### config.mk
export PLATFORM = sky130hd
export DESIGN_NAME = uart_word_deframer
export DESIGN_NICKNAME = d
export VERILOG_FILES = /design/src/rtl/uart_pkg.sv /design/src/rtl/link_timeout_cnt.sv /design/src/rtl/uart_word_deframer.sv
export SDC_FILE = /design/constraint.sdc
export NUM_CORES = 1
export LEC_CHECK = 0
export ABC_CLOCK_PERIOD_IN_PS = 2210
export BUFFER_PORTS_ARGS = -buffer_cell sky130_fd_sc_hd__buf_4
export CORE_ASPECT_RATIO = 0.75
export CORE_MARGIN = 2
export CORE_UTILIZATION = 35
export DETAILED_ROUTE_END_ITERATION = 7
export GPL_TIMING_DRIVEN = 0
export PLACE_DENSITY = 0.59
export SLEW_MARGIN = 10
export SYNTH_ARGS = -nofsm -noshare
export SYNTH_HDL_FRONTEND = slang
export SYNTH_HIERARCHICAL = 1
export SYNTH_SLANG_ARGS = --single-unit
### constraint.sdc
create_clock -name clk -period 2.21 [get_ports clk]
set_input_delay 0 -clock clk [delete_from_list [all_inputs] [get_ports clk]]
set_output_delay 0 -clock clk [all_outputs]
set_load 0.1 [all_outputs]
### src/rtl/uart_pkg.sv
// Shared types and helpers for the UART word deframer.
package uart_pkg;

    typedef enum logic [1:0] {
        HUNT        = 2'd0,
        PAYLOAD     = 2'd1,
        EXPECT_SYNC = 2'd2
    } deframer_state_t;

    localparam logic [7:0] DEFAULT_SYNC_BYTE = 8'h0F;

    // Ceiling log2, never below 1 so that derived vectors always have at least one bit.
    function automatic int clog2(input int value);
        int result;
        int remaining;
        result    = 0;
        remaining = value - 1;
        while (remaining > 0) begin
            result    = result + 1;
            remaining = remaining >> 1;
        end
        if (result < 1) begin
            result = 1;
        end
        return result;
    endfunction

endpackage

### src/rtl/link_timeout_cnt.sv
// Counts baud ticks since the last received byte and flags the tick that breaks the link.
module link_timeout_cnt
    import uart_pkg::*;
#(
    parameter int TIMEOUT_TICKS = 64
) (
    input  logic clk,
    input  logic rst,
    input  logic clk_tick,
    input  logic data_tick,
    output logic expired
);

    localparam int CNT_W = clog2(TIMEOUT_TICKS);
    localparam logic [CNT_W-1:0] CNT_MAX = CNT_W'(TIMEOUT_TICKS - 1);

    logic [CNT_W-1:0] count;

    // A received byte always wins over a simultaneous baud tick, so it blocks expiry.
    assign expired = (count == CNT_MAX) && clk_tick && !data_tick;

    // Idle counter: cleared by traffic, restarted after expiry, otherwise advanced by baud ticks.
    always_ff @(posedge clk) begin
        if (rst) begin
            count <= '0;
        end else if (data_tick) begin
            count <= '0;
        end else if (expired) begin
            count <= '0;
        end else if (clk_tick) begin
            count <= count + CNT_W'(1);
        end
    end

endmodule

### src/rtl/uart_word_deframer.sv
// Reassembles sync-prefixed UART byte frames into multi-byte words, MSB first.
module uart_word_deframer
    import uart_pkg::*;
#(
    parameter int         WORD_BYTES         = 2,
    parameter logic [7:0] SYNC_BYTE          = DEFAULT_SYNC_BYTE,
    parameter int         TIMEOUT_TICKS      = 64,
    parameter int         RESYNC_EVERY_FRAME = 1
) (
    input  logic                    clk,
    input  logic                    rst,
    input  logic                    clk_tick,
    input  logic                    data_tick,
    input  logic [7:0]              din,
    output logic [8*WORD_BYTES-1:0] dout,
    output logic                    dout_valid,
    output logic                    con_broken,
    output logic                    frame_err
);

    localparam int IDX_W = clog2(WORD_BYTES);
    localparam logic [IDX_W-1:0] LAST_IDX = IDX_W'(WORD_BYTES - 1);

    deframer_state_t         state, state_next;
    logic [IDX_W-1:0]        index, index_next;
    logic [8*WORD_BYTES-1:0] assembly, assembly_next;
    logic [8*WORD_BYTES-1:0] dout_next;
    logic                    dout_valid_next;
    logic                    con_broken_next;
    logic                    frame_err_next;
    logic                    expired;

    link_timeout_cnt #(
        .TIMEOUT_TICKS(TIMEOUT_TICKS)
    ) u_timeout (
        .clk      (clk),
        .rst      (rst),
        .clk_tick (clk_tick),
        .data_tick(data_tick),
        .expired  (expired)
    );

    // State, assembly and all outputs are registered together so outputs change on one edge.
    always_ff @(posedge clk) begin
        if (rst) begin
            state      <= HUNT;
            index      <= '0;
            assembly   <= '0;
            dout       <= '0;
            dout_valid <= 1'b0;
            con_broken <= 1'b1;
            frame_err  <= 1'b0;
        end else begin
            state      <= state_next;
            index      <= index_next;
            assembly   <= assembly_next;
            dout       <= dout_next;
            dout_valid <= dout_valid_next;
            con_broken <= con_broken_next;
            frame_err  <= frame_err_next;
        end
    end

    // Frame tracking: hunt for sync, collect payload bytes, then demand sync again or stream on.
    always_comb begin
        state_next      = state;
        index_next      = index;
        assembly_next   = assembly;
        dout_next       = dout;
        dout_valid_next = 1'b0;
        frame_err_next  = 1'b0;

        case (state)
            HUNT: begin
                if (data_tick && (din == SYNC_BYTE)) begin
                    state_next    = PAYLOAD;
                    index_next    = '0;
                    assembly_next = '0;
                end
            end

            PAYLOAD: begin
                if (data_tick) begin
                    assembly_next[8*(WORD_BYTES-1-int'(index)) +: 8] = din;
                    if (index == LAST_IDX) begin
                        dout_next       = assembly_next;
                        dout_valid_next = 1'b1;
                        index_next      = '0;
                        assembly_next   = '0;
                        state_next      = (RESYNC_EVERY_FRAME != 0) ? EXPECT_SYNC : PAYLOAD;
                    end else begin
                        index_next = index + IDX_W'(1);
                    end
                end else if (expired) begin
                    state_next    = HUNT;
                    index_next    = '0;
                    assembly_next = '0;
                end
            end

            EXPECT_SYNC: begin
                if (data_tick) begin
                    if (din == SYNC_BYTE) begin
                        state_next    = PAYLOAD;
                        index_next    = '0;
                        assembly_next = '0;
                    end else begin
                        state_next     = HUNT;
                        frame_err_next = 1'b1;
                        index_next     = '0;
                        assembly_next  = '0;
                    end
                end else if (expired) begin
                    state_next    = HUNT;
                    index_next    = '0;
                    assembly_next = '0;
                end
            end

            default: begin
                state_next    = HUNT;
                index_next    = '0;
                assembly_next = '0;
            end
        endcase

        con_broken_next = (state_next == HUNT);
    end

endmodule

==> flow_metrics.env <==
export IMPL_status="completed"
export IMPL_synth_nets=184
export IMPL_powerDensity_nw_per_um2=593
export IMPL_synth_enable_flop_cells=0
export IMPL_antenna_left=0
export IMPL_clockRootBuffer="clkbuf_8"
export IMPL_core_um2=4080
export IMPL_p_sw_frac=0.235
export IMPL_tightest_slew_ps=538
export IMPL_synth_top_area_share=0.479
export IMPL_comb_power_share=0.057
export IMPL_rsz0062_at_grt="false"
export IMPL_diodes=0
export IMPL_yosys_top_cells_count="nand2_1 (38), dfxtp_1 (36), a21oi_1 (20)"
export IMPL_seq_area_um2=721
export IMPL_finClkSkew_ps=6.16
export IMPL_postSynthCellCount=167
export IMPL_slew_headroom=0.640
export IMPL_synth_top_area_cell="dfxtp_1"
export IMPL_htreeDepth=2
export IMPL_ys_types=37
export IMPL_clock_latency_ps=290
export IMPL_port_buffer_count=29
export IMPL_report_final_hold_viol_count=0
export IMPL_path_class="flop to flop"
export IMPL_start_kind="flop"
export IMPL_timing_hold_ws_ps=18.7
export IMPL_crit_fanout=8
export IMPL_dp_hpwl_mm=2.60
export IMPL_postCtsHoldBufs=11
export IMPL_grt_pass1_wl_mm=5.83
export IMPL_nFillCells=414
export IMPL_ys_ff_latch=36
export IMPL_initial_core_util=0.369
export IMPL_totalWireLength_mm=3.55
export IMPL_cts_buffers=5
export IMPL_rrSetupSlack_ps=320
export IMPL_fin_total_pwr_mw=1.18
export IMPL_dr_pass1_iters=4
export IMPL_hold_end="u_timeout/count[0]$_SDFFE_PP0P_"
export IMPL_drt_iter0_markers=50
export IMPL_drc=0
export IMPL_ys_flop_type="dfxtp_1"
export IMPL_async_flop_share=0
export IMPL_grt_pass1_vias=1296
export IMPL_synth_warnings=6
export IMPL_cts_tree="done"
export IMPL_multi_input_area_um2=726
export IMPL_post_cts_buffers=0
export IMPL_min_path_cells=3
export IMPL_maxCapViolations=0
export IMPL_ctsResizeCount=0
export IMPL_clk_pin_slew_ps=70
export IMPL_gp_congestion=0.861
export IMPL_switchingPower_uw=277
export IMPL_netlist_area_um2=1500
export IMPL_r2r_start="state[0]$_SDFF_PP0_"
export IMPL_setup_tns_final_ps=0
export IMPL_fin_area_um2=1990
export IMPL_power_leakage_nw=0.798
export IMPL_yosysMostFrequentCell="nand2_1"
export IMPL_timing_fmax_ghz=0.528
export IMPL_clock_path_buffers=2
export IMPL_fp_dieW_um=79.7
export IMPL_power_internal_uw=902
export IMPL_grt_max_degree=13
export IMPL_critical_path_required_ps=2450
export IMPL_setup_viol=0
export IMPL_cp_end_kind="flop"
export IMPL_synth_area_leaders="dfxtp_1 (48%), nand2_1 (9.5%), a21oi_1 (6.7%)"
export IMPL_worstHoldStart="clk_tick"
export IMPL_die_y_um=60.8
export IMPL_drive_gt1_frac=0.233
export IMPL_avgSynthCellArea_um2=9.01
export IMPL_antenna_found_initial=0
export IMPL_clock_sinks=36
export IMPL_dpl_cell_area_um2=1790
export IMPL_globalRouteOverflowTotal=0
export IMPL_p_seq_frac=0.552
export IMPL_ir_drop_mv=0.208
export IMPL_seq_area_frac_synth=0.479
export IMPL_p_clk_frac=0.391
export IMPL_via_per_inst=4.95
export IMPL_rows=20
export IMPL_period_minus_slack_ps=1890
export IMPL_ios=31
export IMPL_grt_usage=0.163
export IMPL_cp_arrival_ps=2130
export IMPL_hold_path_class="primary input to flop"
export IMPL_r2r_cells=6
export IMPL_syn_to_final_growth_pct=32.2
export IMPL_fin_crit_sh=0.857
export IMPL_r2r_end="assembly[11]$_SDFFE_PP0P_"
export IMPL_finalNetCount=231
export IMPL_slew_violations=0
export IMPL_vias=1337
export IMPL_dieArea_um2=4840
export IMPL_wire_per_inst_um=13.1
placed cells by master (no fill, tap or decap), types with 2 or more instances in the layout:
cell type      instances
nand2_1               38
dfxtp_1               36
buf_4                 30
a21oi_1               20
dlygate4sd3_1         11
nor2_1                 8
a22o_1                 8
nor3_1                 5
ha_1                   5
clkbuf_8               5
inv_1                  4
clkbuf_1               4
buf_2                  3
nand3_1                3
o21ai_0                3
xor2_1                 3
nand4bb_1              2
o22ai_1                2
o21ai_1                2
clkinv_2               2
power groups by stage:
stage | logic (mW) | clock network, mW | registers (mW)
6_report | 0.0666 | 0.461 | 0.651
5_1_grt | 0.0723 | 0.513 | 0.651
4_1_cts | 0.0667 | 0.477 | 0.651
2_1_floorplan | 0.0248 | 0 | 0.666
3_3_place_gp | 0.0509 | 0 | 0.666
3_5_place_dp | 0.0522 | 0 | 0.666
worst max-delay path: stages, from the launching register on:
cell and delay (ps):
dfxtp_1 430, inv_1 110, ha_1 370, nand2b_1 120, or4_4 430, o21ai_2 170
a22o_1 210
metrics by stage:
| step | setup WS (ps) | util | cells |
|---|---|---|---|
| after floorplan | 530 | - | 167 |
| after global placement | 399 | 0.439 | 251 |
| after detailed placement | 332 | 0.439 | 251 |
| after CTS | 304 | 0.487 | 270 |
| after global routing | 189 | 0.487 | 270 |
| final | 316 | 0.487 | 270 |
sequential cells by signal, indices dropped and copies added, names as in the netlist:
| register | cells |
|---|---|
| state | 2 |
| con_broken | 1 |
| frame_err | 1 |
| assembly | 8 |
| dout_valid | 1 |
| u_timeout/count | 6 |
| dout | 16 |
| index | 1 |
routing by layer:
| layer | track usage | vias up | share of wire |
|---|---|---|---|
| met5 | 0 | - | 0 |
| met4 | 0.0961 | 0 | 0.024 |
| met3 | 0.0402 | 8 | 0.041 |
| met2 | 0.248 | 31 | 0.43 |
| met1 | 0.212 | 626 | 0.51 |
| li1 | - | 672 | - |
worst max path at each step:
stage,start,to,slack (ps),cells past startpoint
after floorplan,state[0]$_SDFF_PP0_,assembly[10]$_SDFFE_PP0P_,530,6
after global placement,state[0]$_SDFF_PP0_,assembly[9]$_SDFFE_PP0P_,400,6
after detailed placement,state[0]$_SDFF_PP0_,assembly[11]$_SDFFE_PP0P_,330,6
after CTS,state[0]$_SDFF_PP0_,assembly[11]$_SDFFE_PP0P_,300,6
after global routing,state[1]$_SDFF_PP0_,dout[5]$_SDFFE_PP0P_,190,7
final,state[0]$_SDFF_PP0_,assembly[11]$_SDFFE_PP0P_,320,6
cell type report:
| cell class | instances | area share |
|---|---|---|
| clock inverters | 3 | 0.00944 |
| clock buffers | 5 | 0.0346 |
| multi-input cells | 118 | 0.365 |
| repair buffers | 40 | 0.165 |
| flip-flops and latches | 36 | 0.362 |
| inverters | 4 | 0.00755 |
| plain buffers | 9 | 0.0214 |
| well taps | 55 | 0.0346 |
cells by family (layout without fill, tap and decap cells):
group	Yosys count	in the layout	share of synthesized area
AO/OA/AOI/OAI	43	43	0.195
XOR/XNOR	4	4	0.0233
adder cells (fa/ha/maj)	5	5	0.0416
buffers and inverters	13	61	0.0383
flip-flops	36	36	0.479
multiplexers	1	1	0.00666
AND/OR/NAND/NOR	65	65	0.216
(Power assumes the default switching activity.)
